===== config.mk =====
export PLATFORM = sky130hd
export DESIGN_NAME = sum_hex_uart_tx_flat
export DESIGN_NICKNAME = d
export VERILOG_FILES = /design/src/rtl/sum_hex_uart_tx_pkg.sv /design/src/rtl/sum_hex_uart_tx_if.sv /design/src/rtl/sum_fifo.sv /design/src/rtl/sum_hex_uart_tx.sv /design/src/flat_wrapper.sv
export SDC_FILE = /design/constraint.sdc
export NUM_CORES = 1
export LEC_CHECK = 0
export BUFFER_PORTS_ARGS = -buffer_cell sky130_fd_sc_hd__buf_2
export CAP_MARGIN = 10
export CORE_UTILIZATION = 28
export DETAILED_ROUTE_END_ITERATION = 8
export PLACE_DENSITY_LB_ADDON = 0.05
export SKIP_LAST_GASP = 1
export SLEW_MARGIN = 15
export SYNTH_ARGS = -nofsm -noshare
export SYNTH_HDL_FRONTEND = slang
export SYNTH_HIERARCHICAL = 1
export SYNTH_SLANG_ARGS = --single-unit

===== constraint.sdc =====
create_clock -name clk -period 2.4 [get_ports clk]
set_input_delay 0.48 -clock clk [delete_from_list [all_inputs] [get_ports clk]]
set_output_delay 0.48 -clock clk [all_outputs]
set_load 0.01 [all_outputs]

===== src/rtl/sum_hex_uart_tx_pkg.sv =====
// Shared definitions for the sum_hex_uart_tx block: ASCII bases, FSM state
// type, frame sizing and the nibble-to-hex-character encoder.
// Optional feature macro: SUM_HEX_UART_PARITY_EN (adds an even-parity bit).
package sum_hex_uart_tx_pkg;

  localparam logic [7:0] ASCII_ZERO = 8'h30;
  localparam logic [7:0] ASCII_A    = 8'h41;
  localparam int         DATA_BITS  = 8;

`ifdef SUM_HEX_UART_PARITY_EN
  // start + 8 data + parity + stop
  localparam int FRAME_BITS = 11;
  typedef enum logic [2:0] {
    IDLE   = 3'd0,
    START  = 3'd1,
    DATA   = 3'd2,
    PARITY = 3'd3,
    STOP   = 3'd4
  } state_t;
`else
  // start + 8 data + stop
  localparam int FRAME_BITS = 10;
  typedef enum logic [2:0] {
    IDLE  = 3'd0,
    START = 3'd1,
    DATA  = 3'd2,
    STOP  = 3'd4
  } state_t;
`endif

  // 0..9 -> '0'..'9', 10..15 -> 'A'..'F', all in 8-bit unsigned arithmetic.
  function automatic logic [7:0] hex_to_ascii(input logic [3:0] n);
    if (n <= 4'd9) return ASCII_ZERO + {4'd0, n};
    else           return ASCII_A + ({4'd0, n} - 8'd10);
  endfunction

endpackage


===== src/rtl/sum_hex_uart_tx_if.sv =====
// Bundle of the sum input strobe and the serial/status outputs of
// sum_hex_uart_tx. The master side is whoever produces sums (the adder or a
// bench); the slave side is the transmitter.
//
// Handshake: sum_valid is a single-cycle strobe qualifying sum_in. There is
// no ready/backpressure; a strobe that arrives while the FIFO is full is
// dropped and latches overflow until reset.
interface sum_hex_uart_tx_if
  import sum_hex_uart_tx_pkg::*;
#(
  parameter int FIFO_DEPTH = 4
);
  localparam int LW = $clog2(FIFO_DEPTH) + 1;

  logic [3:0]    sum_in;
  logic          sum_valid;
  logic          tx;
  logic          busy;
  logic          overflow;
  logic [LW-1:0] fifo_level;
  state_t        dbg_state;

  modport master (
    output sum_in, sum_valid,
    input  tx, busy, overflow, fifo_level, dbg_state
  );

  modport slave (
    input  sum_in, sum_valid,
    output tx, busy, overflow, fifo_level, dbg_state
  );

endinterface


===== src/rtl/sum_fifo.sv =====
// Small synchronous FIFO with a combinational head (o_dout shows the oldest
// entry whenever not empty). Push is ignored when full, pop when empty, so
// fullness is judged on the state before the edge.
module sum_fifo #(
  parameter int WIDTH = 4,
  parameter int DEPTH = 4
) (
  input  logic                       clk,
  input  logic                       reset,
  input  logic                       i_push,
  input  logic                       i_pop,
  input  logic [WIDTH-1:0]           i_din,
  output logic [WIDTH-1:0]           o_dout,
  output logic                       o_full,
  output logic                       o_empty,
  output logic [$clog2(DEPTH):0]     o_level
);
  localparam int AW = $clog2(DEPTH);

  logic [WIDTH-1:0] r_mem [DEPTH];
  logic [AW-1:0]    r_wr_ptr;
  logic [AW-1:0]    r_rd_ptr;
  logic [AW:0]      r_count;
  logic             w_push_ok;
  logic             w_pop_ok;

  assign o_full    = (r_count == (AW+1)'(DEPTH));
  assign o_empty   = (r_count == '0);
  assign o_level   = r_count;
  assign o_dout    = r_mem[r_rd_ptr];
  assign w_push_ok = i_push && !o_full;
  assign w_pop_ok  = i_pop && !o_empty;

  // Pointer and occupancy bookkeeping; simultaneous push+pop leaves count unchanged.
  always_ff @(posedge clk or posedge reset) begin
    if (reset) begin
      r_wr_ptr <= '0;
      r_rd_ptr <= '0;
      r_count  <= '0;
    end else begin
      if (w_push_ok) r_wr_ptr <= r_wr_ptr + AW'(1);
      if (w_pop_ok)  r_rd_ptr <= r_rd_ptr + AW'(1);
      case ({w_push_ok, w_pop_ok})
        2'b10:   r_count <= r_count + (AW+1)'(1);
        2'b01:   r_count <= r_count - (AW+1)'(1);
        default: r_count <= r_count;
      endcase
    end
  end

  // Storage array; contents are don't-care until written, so no reset.
  always_ff @(posedge clk) begin
    if (w_push_ok) r_mem[r_wr_ptr] <= i_din;
  end

endmodule


===== src/rtl/sum_hex_uart_tx.sv =====
// Queues 4-bit sums and sends each one as an ASCII hex character on a UART
// line (8N1). Holds the encoder, framing FSM, bit timer and shift register;
// buffering lives in sum_fifo.
// Optional feature macro: SUM_HEX_UART_PARITY_EN inserts an even-parity bit
// between the data bits and the stop bit.
module sum_hex_uart_tx
  import sum_hex_uart_tx_pkg::*;
#(
  parameter int CLKS_PER_BIT = 16,
  parameter int FIFO_DEPTH   = 4
) (
  input  logic         clk,
  input  logic         reset,
  sum_hex_uart_tx_if.slave bus
);
  localparam int TW = (CLKS_PER_BIT > 1) ? $clog2(CLKS_PER_BIT) : 1;
  localparam int LW = $clog2(FIFO_DEPTH) + 1;

  state_t        r_state, w_state_next;
  logic [TW-1:0] r_timer, w_timer_next;
  logic [2:0]    r_bit, w_bit_next;
  logic [7:0]    r_shift, w_shift_next;
  logic          r_parity, w_parity_next;
  logic          r_tx, w_tx_next;
  logic          r_overflow;

  logic          w_pop;
  logic          w_full;
  logic          w_empty;
  logic [3:0]    w_head;
  logic [7:0]    w_byte;
  logic [LW-1:0] w_level;
  logic          w_timer_last;

  sum_fifo #(
    .WIDTH (4),
    .DEPTH (FIFO_DEPTH)
  ) u_fifo (
    .clk     (clk),
    .reset   (reset),
    .i_push  (bus.sum_valid),
    .i_pop   (w_pop),
    .i_din   (bus.sum_in),
    .o_dout  (w_head),
    .o_full  (w_full),
    .o_empty (w_empty),
    .o_level (w_level)
  );

  assign w_timer_last   = (r_timer == TW'(CLKS_PER_BIT - 1));
  assign w_byte         = hex_to_ascii(w_head);

  assign bus.tx         = r_tx;
  assign bus.busy       = (r_state != IDLE);
  assign bus.overflow   = r_overflow;
  assign bus.fifo_level = w_level;
  assign bus.dbg_state  = r_state;

  // Framing registers; tx is registered from the next-state decode.
  always_ff @(posedge clk or posedge reset) begin
    if (reset) begin
      r_state  <= IDLE;
      r_timer  <= '0;
      r_bit    <= '0;
      r_shift  <= '0;
      r_parity <= 1'b0;
      r_tx     <= 1'b1;
    end else begin
      r_state  <= w_state_next;
      r_timer  <= w_timer_next;
      r_bit    <= w_bit_next;
      r_shift  <= w_shift_next;
      r_parity <= w_parity_next;
      r_tx     <= w_tx_next;
    end
  end

  // Sticky flag for a strobe dropped because the FIFO was already full.
  always_ff @(posedge clk or posedge reset) begin
    if (reset)                           r_overflow <= 1'b0;
    else if (bus.sum_valid && w_full)    r_overflow <= 1'b1;
  end

  // Next-state, pop request and next tx level.
  always_comb begin
    w_state_next  = r_state;
    w_timer_next  = r_timer + TW'(1);
    w_bit_next    = r_bit;
    w_shift_next  = r_shift;
    w_parity_next = r_parity;
    w_pop         = 1'b0;
    w_tx_next     = 1'b1;

    case (r_state)
      IDLE: begin
        w_timer_next = '0;
        if (!w_empty) begin
          w_pop         = 1'b1;
          w_shift_next  = w_byte;
          w_parity_next = ^w_byte;
          w_state_next  = START;
        end
      end
      START: begin
        if (w_timer_last) begin
          w_timer_next = '0;
          w_bit_next   = '0;
          w_state_next = DATA;
        end
      end
      DATA: begin
        if (w_timer_last) begin
          w_timer_next = '0;
          w_shift_next = {1'b0, r_shift[7:1]};
          if (r_bit == 3'(DATA_BITS - 1)) begin
`ifdef SUM_HEX_UART_PARITY_EN
            w_state_next = PARITY;
`else
            w_state_next = STOP;
`endif
          end else begin
            w_bit_next = r_bit + 3'd1;
          end
        end
      end
`ifdef SUM_HEX_UART_PARITY_EN
      PARITY: begin
        if (w_timer_last) begin
          w_timer_next = '0;
          w_state_next = STOP;
        end
      end
`endif
      STOP: begin
        if (w_timer_last) begin
          w_timer_next = '0;
          // Chain straight into the next frame when something is queued.
          if (!w_empty) begin
            w_pop         = 1'b1;
            w_shift_next  = w_byte;
            w_parity_next = ^w_byte;
            w_state_next  = START;
          end else begin
            w_state_next = IDLE;
          end
        end
      end
      default: begin
        w_timer_next = '0;
        w_state_next = IDLE;
      end
    endcase

    case (w_state_next)
      START:   w_tx_next = 1'b0;
      DATA:    w_tx_next = w_shift_next[0];
`ifdef SUM_HEX_UART_PARITY_EN
      PARITY:  w_tx_next = w_parity_next;
`endif
      default: w_tx_next = 1'b1;
    endcase
  end

endmodule

===== src/flat_wrapper.sv =====
// flat-port wrapper written by rule: the top's interface ports become plain ports
module sum_hex_uart_tx_flat import sum_hex_uart_tx_pkg::*;
#(
  parameter int CLKS_PER_BIT = 16,
  parameter int FIFO_DEPTH   = 4
)
  (clk, reset, bus_sum_in, bus_sum_valid, bus_tx, bus_busy, bus_overflow, bus_fifo_level, bus_dbg_state);
  sum_hex_uart_tx_if #(.FIFO_DEPTH(FIFO_DEPTH)) bus_i ();
  input  logic clk;
  input  logic reset;
  input wire logic [$bits(bus_i.sum_in)-1:0] bus_sum_in;
  input wire logic [$bits(bus_i.sum_valid)-1:0] bus_sum_valid;
  output wire logic [$bits(bus_i.tx)-1:0] bus_tx;
  output wire logic [$bits(bus_i.busy)-1:0] bus_busy;
  output wire logic [$bits(bus_i.overflow)-1:0] bus_overflow;
  output wire logic [$bits(bus_i.fifo_level)-1:0] bus_fifo_level;
  output wire logic [$bits(bus_i.dbg_state)-1:0] bus_dbg_state;
  assign bus_i.sum_in = bus_sum_in;
  assign bus_i.sum_valid = bus_sum_valid;
  assign bus_tx = bus_i.tx;
  assign bus_busy = bus_i.busy;
  assign bus_overflow = bus_i.overflow;
  assign bus_fifo_level = bus_i.fifo_level;
  assign bus_dbg_state = bus_i.dbg_state;
  sum_hex_uart_tx #(.CLKS_PER_BIT(CLKS_PER_BIT), .FIFO_DEPTH(FIFO_DEPTH)) u_core (.clk(clk), .reset(reset), .bus(bus_i));
endmodule

Word-level counts from Yosys, hierarchy flattened
Memories as Yosys holds them, arrays and structs flattened.
Cells that the tools add are included.
{"block": "word_totals", "register_bits": 27, "mem_bits_rw": 16, "inputBits": 7, "output_inout_bits": 9, "wordCells": 74, "n_memories": 1}
{"name": "u_core.u_fifo.r_mem", "words": 4, "word_bits": 4, "read_ports": 1, "rd_ports_with_merged_regs": 0, "wr": 1, "line": "sum_fifo.sv:20", "text": "logic [WIDTH-1:0] r_mem [DEPTH];"}
{"block": "op_classes", "add_sub_neg": 9, "order_cmp": 1, "n_eq_ne": 14, "muxes": 25, "reduce_logical": 14}
{"op": "8-bit two-way mux", "count": 4}
{"op": "3-bit two-way mux", "count": 8}
{"op": "8-bit case mux with 3 select lines", "count": 1}
{"op": "3-bit case mux with 2 select lines", "count": 2}
{"op": "3-bit case mux with 4 select lines", "count": 1}
{"op": "3-bit == test (second input constant)", "count": 3}
{"op": "7-bit by 8-bit adder with 8-bit output (first input constant)", "count": 1}
{"op": "4-bit two-way mux", "count": 2}
{"op": "6-bit by 4-bit adder with 7-bit output (first input constant)", "count": 1}
{"op": "3-bit by 1-bit adder with 3-bit output (second input constant)", "count": 2}
{"op": "3-bit by 1-bit == test with 1-bit output (second input constant)", "count": 2}
{"op": "3-bit by 2-bit == test with 1-bit output (second input constant)", "count": 2}
{"op": "3-bit logical NOT", "count": 2}
{"op": "2-bit by 1-bit inequality test with 1-bit output (second input constant)", "count": 3}
{"op": "3-bit nonzero test", "count": 2}
{"op": "1-bit two-way mux", "count": 5}
{"op": "4-bit by 4-bit subtractor with 5-bit output (second input constant)", "count": 1}
{"op": "2-bit by 1-bit adder with 2-bit output (second input constant)", "count": 2}
{"op": "4-bit by 1-bit adder with 4-bit output (second input constant)", "count": 1}
{"op": "4-bit == test (second input constant)", "count": 1}
{"op": "4-bit less-or-equal comparator (second input constant)", "count": 1}
{"op": "1-bit case mux with 2 select lines", "count": 2}
{"op": "4-bit AND reduction", "count": 1}
{"op": "2-bit nonzero test", "count": 2}
{"op": "8 further kinds", "count": 11}

Logic depth before layout (Yosys ltp)
Gate-level depths: netlist (run 1).
An unclocked memory read counts as a cell.
{"block": "logic_depth", "depth_word": 8, "ltp_mapped": 12, "ltp_nobuf": 11}

Cells and area by module
Netlist (run 1), hierarchy kept.
{"mod": "sum_hex_uart_tx", "n_inst": 1, "cells_each": 120, "area_per_inst_um2": 1211.2, "seq_area_each_um2": 501.7}
{"mod": "sum_fifo", "n_inst": 1, "cells_each": 59, "area_per_inst_um2": 1021.0, "seq_area_each_um2": 655.6}

Least setup slack after synthesis (run 1)
No wires, ideal clock.
{"block": "synth_path", "kind": "register -> register", "start": "reg u_core.r_timer[0]", "end": "reg u_core.u_fifo.r_count[2], in the netlist u_core/u_fifo/o_level[2]", "setup_time_ps": 129, "t_arrival_ps": 2120, "t_required_ps": 2271, "slack_ps": 151, "path_stages_with_launch": 13, "path_buffers": 1, "synth_period_minus_slack_ps": 2249, "path_cell_list": "dfrtp_1 -> ha_1 -> and3_1 -> buf_2 -> o21ai_2 -> inv_2 -> o31a_2 -> ha_1 -> inv_1 -> fa_1 -> xor2_1 -> nor2_1 -> xor2_1"}
{"block": "synth_between", "elab_chain_cells": 6, "elab_cells_between_ends": 8, "cone_classes": "eq/ne: 3; mux: 3; reduce/logical: 2"}
{"element": "start: declaration", "line": "sum_hex_uart_tx.sv:20", "text": "logic [TW-1:0] r_timer, w_timer_next;"}
{"element": "start signal: assignment", "line": "sum_hex_uart_tx.sv:70", "text": "r_timer <= w_timer_next;"}
{"element": "4-bit == test *", "line": "sum_hex_uart_tx.sv:50", "text": "assign w_timer_last = (r_timer == TW'(CLKS_PER_BIT - 1));"}
{"element": "1-bit two-way mux *", "line": "sum_hex_uart_tx.sv:135", "text": "if (w_timer_last) begin"}
{"element": "1-bit case mux with 2 select lines *", "line": "sum_hex_uart_tx.sv:94", "text": "case (r_state)"}
{"element": "net u_core.w_pop", "line": "sum_hex_uart_tx.sv:27", "text": "logic w_pop;"}
{"element": "1-bit logical AND *", "line": "sum_fifo.sv:32", "text": "assign w_pop_ok = i_pop && !o_empty;"}
{"element": "net u_core.u_fifo.w_pop_ok", "line": "sum_fifo.sv:25", "text": "logic w_pop_ok;"}
{"element": "2-bit by 1-bit == test with 1-bit output or 2-bit == test (tied branches)", "line": "sum_fifo.sv:43", "text": "case ({w_push_ok, w_pop_ok})"}
{"element": "3-bit case mux with 2 select lines or 2-bit nonzero test (tied branches)"}
{"element": "end signal: assignment", "line": "sum_fifo.sv:44", "text": "2'b10: r_count <= r_count + (AW+1)'(1);"}
{"element": "end signal: assignment", "line": "sum_fifo.sv:45", "text": "2'b01: r_count <= r_count - (AW+1)'(1);"}
{"element": "end signal: assignment", "line": "sum_fifo.sv:46", "text": "default: r_count <= r_count;"}
{"element": "end: declaration", "line": "sum_fifo.sv:23", "text": "logic [AW:0] r_count;"}
Mark *: on every way through the listed nets, which the timed path passes. The rest lies on a longest branch.
A chain may end at the register's enable or synchronous reset.

Final worst setup path (run 1)
{"block": "layout_path", "start": "reg u_core.u_fifo.r_rd_ptr[0]", "end": "reg u_core.r_shift[1]"}
{"block": "layout_between", "elab_chain_cells": 7, "elab_cells_between_ends": 9, "cone_classes": "add/sub: 3; order compare: 1; mux: 4; memory: 1"}
{"element": "start: declaration", "line": "sum_fifo.sv:22", "text": "logic [AW-1:0] r_rd_ptr;"}
{"element": "start signal: assignment", "line": "sum_fifo.sv:42", "text": "if (w_pop_ok) r_rd_ptr <= r_rd_ptr + AW'(1);"}
{"element": "memory read 4 x 4 bit *"}
{"element": "net u_core.w_head[1]", "line": "sum_hex_uart_tx.sv:30", "text": "logic [3:0] w_head;"}
{"element": "4-bit by 4-bit subtractor with 5-bit output", "line": "sum_hex_uart_tx_pkg.sv:34", "text": "else return ASCII_A + ({4'd0, n} - 8'd10);"}
{"element": "7-bit by 8-bit adder with 8-bit output", "line": "sum_hex_uart_tx_pkg.sv:34"}
{"element": "8-bit two-way mux *", "line": "sum_hex_uart_tx_pkg.sv:33", "text": "if (n <= 4'd9) return ASCII_ZERO + {4'd0, n};"}
{"element": "8-bit two-way mux *", "line": "sum_hex_uart_tx.sv:97, sum_hex_uart_tx.sv:138"}
{"element": "8-bit two-way mux", "line": "sum_hex_uart_tx.sv:135"}
{"element": "8-bit case mux with 3 select lines *", "line": "sum_hex_uart_tx.sv:94"}
{"element": "end signal: assignment", "line": "sum_hex_uart_tx.sv:72", "text": "r_shift <= w_shift_next;"}
{"element": "end: declaration", "line": "sum_hex_uart_tx.sv:22", "text": "logic [7:0] r_shift, w_shift_next;"}
Mark *: on every way through the listed nets, which the timed path passes. The rest lies on a longest branch. The select of a mux whose other input is x is not followed.

==> metrics.txt, run 1 <==
status=finished clean; Netlist cell types=51; largest family of logic cells by synthesized area=simple AND/OR/NAND/NOR gates; crit path DAT=2.50 ns; Initial Util=0.289; max incr delay on CP=0.56 ns; P&R area growth vs syn=16.1%; CP Max Fanout=6; Max-Cap Viols=0; final non-filler cell total=311; GRT overflow=0; post-synthesis sequential area ratio=0.518; CTS max path bufs=2; Rows=32; Avg Cell Area, Syn=12.5 µm²; met2 Use GR=0.206; die height=91.3 µm; final setup TNS=0 ns; Final ANT Viol Nets=0; DR pass1 iterations=4; fraction of the mapped netlist area in simple logic gates=0.127; clock-pin slew on the worst setup and hold paths=0.08 ns; post-synthesis cell area=0.00223 mm²; CTS Sinks=43; die area=0.00833 mm²; Die X=91.3 µm; sw power=0.00112 W; power share of the clock group=0.151; cells along the critical path=mux4_2 -> inv_1 -> ha_1 -> o21bai_1 -> buf_4 -> a311oi_1 -> a221o_1; Yosys reg bits=43; slowest cell on the critical path=mux4_2; Slew HR=0.453; switching part of the total=0.372; DP Area=0.00247 mm²; I/O pin cnt=16; Async S/R FF share, synth=0.628; CP Data Required Time=2.63 ns; P_int=0.00190 W; CP Class=reg -> reg; RSZ-0062 raised after global routing=no; Synth Area in XOR/XNOR=0.0510; Hold WC Path Type=in -> async; P_leak=1.10 nW; Max Slew Vio Count=0; global routing usage on met1=0.147; Via Count=1,461; crit share post-route=0.948; adder-cell share of the synthesized area=0.0762; layout filler cell count=793; largest net degree at the start of global routing=21; WL final=4.54 mm; Final Hold Vio Count=0; Root Buffer=clkbuf_8; R2R Setup Slk=0.13 ns; initial drt markers=49; endpoint class of the critical path=flop; clk_lat worst skew=0.29 ns; nets=228; FMAX=440 MHz; first-pass GRT wire length=7.80 mm; peak supply drop=353 µV; DRC=0; vias per cell=4.70; syn nets=199; CTS Buf Count=5; Critical Path Start Type=flop; most common cell after layout, fill and taps aside=dfrtp_1; post-placement cell count=300; Post-Syn Instances=179; Syn. warnings=6; Antenna Cells=0; Compound-Gate Fraction of Synth Area=0.123; overall power=0.00302 W; post-synthesis mux area share=0.0566; placer congestion estimate=0.720; initial antenna violation count=0; Final Skew=0.00690 ns; layout cell share with drive strength beyond 1=0.287; CTS Hold Bufs=0; Port Buf Inserts=15; number of flops mapped to enable cells by yosys=16; core box area=0.00773 mm²; met3 usage=0.0276; most frequent cells in the layout=dfrtp_1 (25), edfxtp_1 (16), buf_2 (15); Worst-Margin Slew=0.820 ns; Global Route Usage Sum=0.120; vias in the first global route=1,576; DR WL/cell=14.6 µm; Comb pwr share=0.466; sequential power share=0.383; Top Usage Layer GRT=met2; Detailed Place HPWL=3.51 mm; Pwr Density=1160 mW/mm²; main flop type after synthesis=dfrtp_1; endpoints failing setup=0; cell area after layout=0.00259 mm²; crit path time final=2.27 ns; Max H-tree Level=2; CTS tree=yes
worst max-delay path: cells and delay by family, from the launching register on:
family | cells | cell delay (ns)
AOI/OAI and AO/OA | 3 | 0.67
adders and majority gates | 1 | 0.22
buffers and inverters | 2 | 0.31
DFF | 1 | 0.45
muxes | 1 | 0.56
cell families after synthesis:
kind of cell               after synthesis
buffers and inverters                   22
xor gates and xnor gates                13
adders and majority gates               13
DFF                                     43
AOI/OAI and AO/OA                       36
muxes                                    7
and+or+nand+nor                         45
Yosys cell counts (all sizes together) (3+ instances only):
cell type  instances  area share
dfrtp             26        0.29
edfxtp            16        0.22
inv               15       0.025
ha                12       0.067
o21ai              8       0.020
and2               7       0.022
nand2              7       0.012
nor2               7       0.015
xor2               7       0.027
nand3              6       0.013
xnor2              6       0.024
buf                5       0.018
nor2b              5       0.017
a221o              4       0.018
a221oi             4       0.016
mux4               4       0.040
nor3               4      0.0090
a211oi             3       0.010
a21oi              3      0.0067
nand3b             3       0.010
flip-flops by register name, summed over array words and instances (netlist names):
register and flops:
u_core/bus.dbg_state 3, u_core/bus.overflow 1, u_core/bus.tx 1, u_core/r_bit 3, u_core/r_shift 8, u_core/r_timer 4
u_core/u_fifo/o_level 3, u_core/u_fifo/r_mem 16, u_core/u_fifo/r_rd_ptr 2, u_core/u_fifo/r_wr_ptr 2
worst paths after layout:
| check | endpoint | depth (start not counted) | startpoint |
|---|---|---|---|
| worst max-delay path | u_core/r_shift[1] | 7 | u_core/u_fifo/r_rd_ptr[0] |
| worst min-delay path | u_core/u_fifo/o_level[1] | 2 | reset |
| worst max register to register | u_core/r_shift[1] | 7 | u_core/u_fifo/r_rd_ptr[0] |
| worst min register to register | u_core/bus.overflow | 1 | u_core/bus.overflow |
| max in group asynchronous | u_core/r_shift[2] | 2 | reset |
| min in group clk | u_core/u_fifo/r_mem[2][0] | 1 | bus_sum_in[0] |
stage by stage:
| step | setup slack, ns | hold WS, ns | utilization |
|---|---|---|---|
| 6_report | 0.125 | 0.130 | 0.335 |
| 2_1_floorplan | 0.151 | 0.283 | - |
| 4_1_cts | 0.0113 | 0.134 | 0.330 |
| 3_3_place_gp | 0.114 | 0.433 | 0.319 |
| 5_1_grt | 0.00147 | 0.144 | 0.335 |
| 3_5_place_dp | 0.0401 | 0.443 | 0.319 |
area by class of cell:
class	count	area, µm²	area share
Tap cell	102	128	0.0492
Clock inverter	2	12.5	0.00483
Multi-Input combinational cell	114	985	0.380
Clock buffer	6	72.6	0.0280
Inverter	15	56.3	0.0217
Timing Repair Buffer	29	180	0.0695
Sequential cell	43	1160	0.447
power by group through the flow:
stage               Clock, W  Sequential, W  Combinational [W]
finish              0.000456        0.00116            0.00141
global route        0.000509        0.00119            0.00158
floorplan                  0        0.00118           0.000953
global placement           0        0.00117            0.00132
CTS                 0.000485        0.00117            0.00137
detailed placement         0        0.00118            0.00137
repair_timing:
item	CTS	global route
setup buffers	0	3
endpoints found under the setup margin	0	7
resized for setup	0	4
routing by layer:
layer / vias to the layer above / wire length, µm
met2: 19 / 2270
met3: 6 / 101
met1: 731 / 2100
li1: 705 / -
met5: - / 0
met4: 0 / 59
Note: power is estimated with default switching activity, not from simulation.
==> run 2: changes to the inputs <==
--- a/config.mk
+++ b/config.mk
@@ -7,7 +7,7 @@
 export LEC_CHECK = 0
 export BUFFER_PORTS_ARGS = -buffer_cell sky130_fd_sc_hd__buf_2
 export CAP_MARGIN = 10
-export CORE_UTILIZATION = 28
+export CORE_UTILIZATION = 50
 export DETAILED_ROUTE_END_ITERATION = 8
 export PLACE_DENSITY_LB_ADDON = 0.05
 export SKIP_LAST_GASP = 1
==> run 2 against run 1 <==
Net effect:
- final cell count down 18%
- first-iteration DRC count is 29% higher
- sequential cell count is the same
- combinational power is 6% lower
==> metrics.txt, run 2 (synthesis results as in run 1) <==
CP Data Required Time=2.62 ns (about the same); Port Buf Inserts=15 (unchanged); die height=68.8 µm (-25%); Critical Path Start Type=flop; largest net degree at the start of global routing=21 (unchanged); die area=0.00474 mm² (-43%); Max Slew Vio Count=0 (unchanged); Root Buffer=clkbuf_8; Hold WC Path Type=in -> async; vias in the first global route=1,440 (-8.6%); Final Hold Vio Count=0 (unchanged); peak supply drop=582 µV (+65%); Multi-input gate area=985 µm² (unchanged); CTS max path bufs=2 (unchanged); CP most frequent cell=xor2_1; Die X=68.8 µm (-25%); clk_lat worst skew=0.30 ns (about the same); worst-case reg-to-reg path depth=11 (+4); Initial Util=0.539 (+0.250); Final Skew=0.00749 ns (+0.000585 ns); register with the most flip-flops=u_core/u_fifo/r_mem; Rows=23 (-28%); CP Class=reg -> reg; most common cell after layout, fill and taps aside=dfrtp_1; Largest regs=u_core/u_fifo/r_mem (16), u_core/r_shift (8), u_core/r_timer (4); initial drt markers=63 (+29%); crit path DAT=2.47 ns (-0.03 ns); storage element area=0.00116 mm² (unchanged); nets=224 (-1.8%); crit share post-route=0.936 (-0.0122); GRT overflow=0 (unchanged); placer congestion estimate=0.813 (+13%); slowest cell on the critical path=dfrtp_1; initial antenna violation count=0 (unchanged); Final ANT Viol Nets=0 (unchanged); Max H-tree Level=2 (unchanged); CTS Hold Bufs=0 (unchanged); WL final=3.97 mm (-13%); vias per cell=5.72 (+22%); RSZ-0062 raised after global routing=no; Global Route Usage Sum=0.195 (+0.0750); most frequent cells in the layout=dfrtp_1 (25), edfxtp_1 (16), buf_2 (15); Detailed Place HPWL=3.08 mm (-12%); FMAX=445 MHz (+1.3%); layout filler cell count=333 (-58%); status=finished clean; first-pass GRT wire length=6.47 mm (-17%); max incr delay on CP=0.42 ns (-0.14 ns); max FFs per register=16 (unchanged); CTS tree=yes; Antenna Cells=0 (unchanged); P&R area growth vs syn=12.9%; CP Max Fanout=4 (-2); CTS Sinks=43 (unchanged); CTS Buf Count=5 (unchanged); DRC=0 (unchanged); Via Count=1,459 (-0.14%); crit path time final=2.25 ns (-0.0293 ns); Worst-Margin Slew=0.770 ns (-0.0499 ns); endpoints failing setup=0 (unchanged); final setup TNS=0 ns (unchanged); DR pass1 iterations=4 (unchanged); Hold WS=0.108 ns (-0.0215 ns); layout cell share with drive strength beyond 1=0.273 (-0.0139); core box area=0.00414 mm² (-46%); Pwr Density=1210 mW/mm² (+4.3%); clock-pin slew on the worst setup and hold paths=0.08 ns (about the same); Max-Cap Viols=0 (unchanged); cells along the critical path=ha_4 -> and3_1 -> o21ai_2 -> inv_2 -> o31a_2 -> ha_1 -> inv_1 -> fa_1 -> xor2_1 -> nor2_1 -> xor2_1; DR WL/cell=15.5 µm (+6.6%); Slew HR=0.486 (+0.0333); P_leak=1.09 nW (-0.59%); I/O pin cnt=16 (unchanged); endpoint class of the critical path=flop
## run 2: power breakdown
part	leakage, nW	internal (W)	switching, W
clock network	0.0556	0.000305	0.000241
logic	0.559	0.000654	0.000680
registers	0.474	0.00101	0.000174
## run 2: per-stage QoR
stage                     instance area [µm²]  setup slack, ns  power [W]  utilization  std cells
after floorplan                          2230            0.151    0.00213            -        179
after global placement                   2390           0.0616    0.00245        0.576        246
after detailed placement                 2390           0.0347    0.00250        0.576        246
after CTS                                2500           0.0398    0.00305        0.602        254
after global routing                     2520           0.0257    0.00330        0.608        255
final                                    2520            0.155    0.00306        0.608        255
## run 2: metal layers
layer  routed length, µm  part of all wire  GRT usage  vias to the layer above
met2                2000              0.50      0.335                       32
met1                1730              0.44      0.223                      723
met4                  92             0.023     0.0944                        0
met3                 147             0.037     0.0559                        8
met5                   0                 0          0                        -
li1                    -                 -          -                      696
## run 2: area by class of cell
| type | instances | share of cell area |
|---|---|---|
| inverters | 15 | 0.0223 |
| well taps | 50 | 0.0248 |
| multi-input cells | 114 | 0.391 |
| clock inverters | 3 | 0.0154 |
| clock buffers | 5 | 0.0273 |
| repair buffers | 25 | 0.0596 |
| flip-flops and latches | 43 | 0.460 |
## run 2: worst max-delay path, delay by kind of cell, from the launching register on
kind                     cells  cell delay [ns]
flip-flops                   1             0.42
AO/OA/AOI/OAI                2             0.25
AND/OR/NAND/NOR              2             0.32
XOR/XNOR                     2             0.29
buffers and inverters        2             0.15
adder cells (fa/ha/maj)      3             0.73
## run 2: final timing paths
check / start / endpoint / slack [ns]
setup / recovery: u_core/r_timer[0] / u_core/u_fifo/o_level[2] / 0.15
min in group clk: bus_sum_in[0] / u_core/u_fifo/r_mem[0][0] / 0.39
setup reg to reg: u_core/r_timer[0] / u_core/u_fifo/o_level[2] / 0.15
hold / removal: reset / u_core/u_fifo/o_level[2] / 0.11
hold reg to reg: u_core/bus.overflow / u_core/bus.overflow / 0.46
max in group asynchronous: reset / u_core/bus.dbg_state[0] / 1.60
## run 2: timing repair
item / in CTS / in global routing
resized for setup: 0 / 4
endpoints found under the setup margin: 0 / 4
endpoints found under the hold margin: 0 / 0
buffers inserted: 0 / 1
==> run 3: changes to the inputs <==
--- a/config.mk
+++ b/config.mk
@@ -9,6 +9,7 @@
 export CAP_MARGIN = 10
 export CORE_UTILIZATION = 50
 export DETAILED_ROUTE_END_ITERATION = 8
+export MAX_ROUTING_LAYER = met4
 export PLACE_DENSITY_LB_ADDON = 0.05
 export SKIP_LAST_GASP = 1
 export SLEW_MARGIN = 15
==> run 3 against run 2 <==
Net effect:
- first-iteration DRC count rose by 7.9%
- via count grew 0.34%
- utilization is the same
- combinational power about the same
- worst hold slack improved by 0.00060 ns
- clock power hardly changed
- total power up 0.13%
- sequential power hardly changed
- worst setup slack lost 0.0075 ns
- cell area stayed put
- critical path type unchanged
==> metrics.txt, run 3 (synthesis results as in run 1) <==
RSZ-0062 raised after global routing=no; slowest cell on the critical path=dfrtp_1; vias in the first global route=1,441 (+0.069%); cells along the critical path=ha_4 -> and3_1 -> o21ai_2 -> inv_2 -> o31a_2 -> ha_1 -> inv_1 -> fa_1 -> xor2_1 -> nor2_1 -> xor2_1; P&R area growth vs syn=12.9% (unchanged); GRT overflow=0 (unchanged); initial antenna violation count=0 (unchanged); register with the most flip-flops=u_core/u_fifo/r_mem; max incr delay on CP=0.42 ns (about the same); CP Launch Point=u_core/r_timer[0]; Max Slew Vio Count=0 (unchanged); initial drt markers=68 (+7.9%); worst-case reg-to-reg path depth=11 (unchanged); P_int=0.00197 W (about the same); DR pass1 iterations=4 (unchanged); layout cell share with drive strength beyond 1=0.273 (unchanged); vias per cell=5.74 (+0.34%); Antenna Cells=0 (unchanged); CP Buf/Inv Count=2 (unchanged); die area=0.00474 mm² (unchanged); post-layout util=0.608 (unchanged); clk_lat worst skew=0.30 ns (about the same); CTS Hold Bufs=0 (unchanged); Hold WC Path Type=in -> async; CTS Buf Count=5 (unchanged); max FFs per register=16 (unchanged); nets=224 (unchanged); switching part of the total=0.358 (+0.000626); crit path time final=2.25 ns (+0.00751 ns); Final Worst Setup Slack=0.147 ns (-0.00751 ns); I/O pin cnt=16 (unchanged); Reg-to-Reg Start=u_core/r_timer[0]; crit path DAT=2.47 ns (about the same); crit share post-route=0.939 (+0.00313); CTS tree=yes; peak supply drop=581 µV (-0.29%); endpoint class of the critical path=flop; Pwr Density=1220 mW/mm² (+0.13%); Critical Path Start Type=flop; CTS Sinks=43 (unchanged); Global Route Usage Sum=0.201 (+0.00604); CP Max Fanout=4 (unchanged); clock-pin slew on the worst setup and hold paths=0.08 ns (about the same); Largest regs=u_core/u_fifo/r_mem (16), u_core/r_shift (8), u_core/r_timer (4); Max-Cap Viols=0 (unchanged); Via Count=1,464 (+0.34%); placer congestion estimate=0.825 (+1.5%); CTS max path bufs=2 (unchanged); CP Class=reg -> reg; Port Buf Inserts=15 (unchanged); sw power=0.00110 W (+0.31%); first-pass GRT wire length=6.47 mm (+0.11%); endpoints failing setup=0 (unchanged); die height=68.8 µm (unchanged); Critical Path Stages=11 (unchanged); Die X=68.8 µm (unchanged); P_leak=1.09 nW (unchanged); cell class contributing the biggest share of worst-path delay=adder cells; CP most frequent cell=xor2_1; Final Hold Vio Count=0 (unchanged); DR WL/cell=15.6 µm (+0.28%); Final Skew=0.00778 ns (+0.000286 ns); Comb pwr share=0.437 (about the same); CP Data Required Time=2.62 ns (about the same); status=finished clean; Detailed Place HPWL=3.08 mm (unchanged); core box area=0.00414 mm² (unchanged); Max H-tree Level=2 (unchanged); final setup TNS=0 ns (unchanged); Worst-Margin Slew=0.771 ns (+0.00113 ns); WL final=3.98 mm (+0.28%); DRC=0 (unchanged); Root Buffer=clkbuf_8; FMAX=444 MHz (-0.33%); Final ANT Viol Nets=0 (unchanged); Initial Util=0.539 (unchanged); Rows=23 (unchanged); largest net degree at the start of global routing=21 (unchanged); power share of the clock group=0.177 (about the same); most frequent cells in the layout=dfrtp_1 (25), edfxtp_1 (16), buf_2 (15); Slew HR=0.486 (-0.000752); most common cell after layout, fill and taps aside=dfrtp_1; dpl ws=0.0347 ns (unchanged); sequential power share=0.385 (about the same)
-- run 3: cell counts in the layout (fill, tap and decap cells not counted) --
No cell type changed its count.
-- run 3: path summary, 6_finish.rpt --
check                                             to  slack, ns
min                         u_core/u_fifo/o_level[2]       0.11
min reg2reg                      u_core/bus.overflow       0.46
min in group clk           u_core/u_fifo/r_mem[0][0]       0.39
max in group asynchronous    u_core/bus.dbg_state[0]       1.60
max reg2reg                 u_core/u_fifo/o_level[2]       0.15
max                         u_core/u_fifo/o_level[2]       0.15
-- run 3: power by group through the flow --
| stage | Combinational, W | Clock, W | Sequential, W |
|---|---|---|---|
| finish | 0.00134 | 0.000544 | 0.00118 |
| global route | 0.00150 | 0.000590 | 0.00121 |
| CTS | 0.00132 | 0.000555 | 0.00117 |
| floorplan | 0.000953 | 0 | 0.00118 |
| detailed placement | 0.00131 | 0 | 0.00119 |
| global placement | 0.00127 | 0 | 0.00118 |
-- run 3: final cells by class --
class	instances	area, µm²
flip-flops and latches	43	1160
clock buffers	5	68.8
inverters	15	56.3
multi-input cells	114	985
clock inverters	3	38.8
repair buffers	25	150
fillers	333	1620
well taps	50	62.6
-- run 3: what timing repair did --
action / 4_1_cts / 5_1_grt
resized for setup: 0 / 4
setup buffers: 0 / 1
setup endpoints to repair: 0 / 4
-- run 3: metal layers --
metal | GRT usage | up-vias | part of all wire
li1 | - | 696 | -
met1 | 0.224 | 727 | 0.44
met2 | 0.335 | 33 | 0.50
met3 | 0.0559 | 8 | 0.041
met4 | 0.0944 | 0 | 0.023
met5 | - | - | 0
-- run 3: per-stage QoR --
stage | total power (W) | hold WS [ns] | std cells | area, µm²
finish | 0.00306 | 0.109 | 255 | 2520
CTS | 0.00305 | 0.107 | 254 | 2500
global placement | 0.00245 | 0.425 | 246 | 2390
floorplan | 0.00213 | 0.283 | 179 | 2230
detailed placement | 0.00250 | 0.426 | 246 | 2390
global route | 0.00330 | 0.125 | 255 | 2520
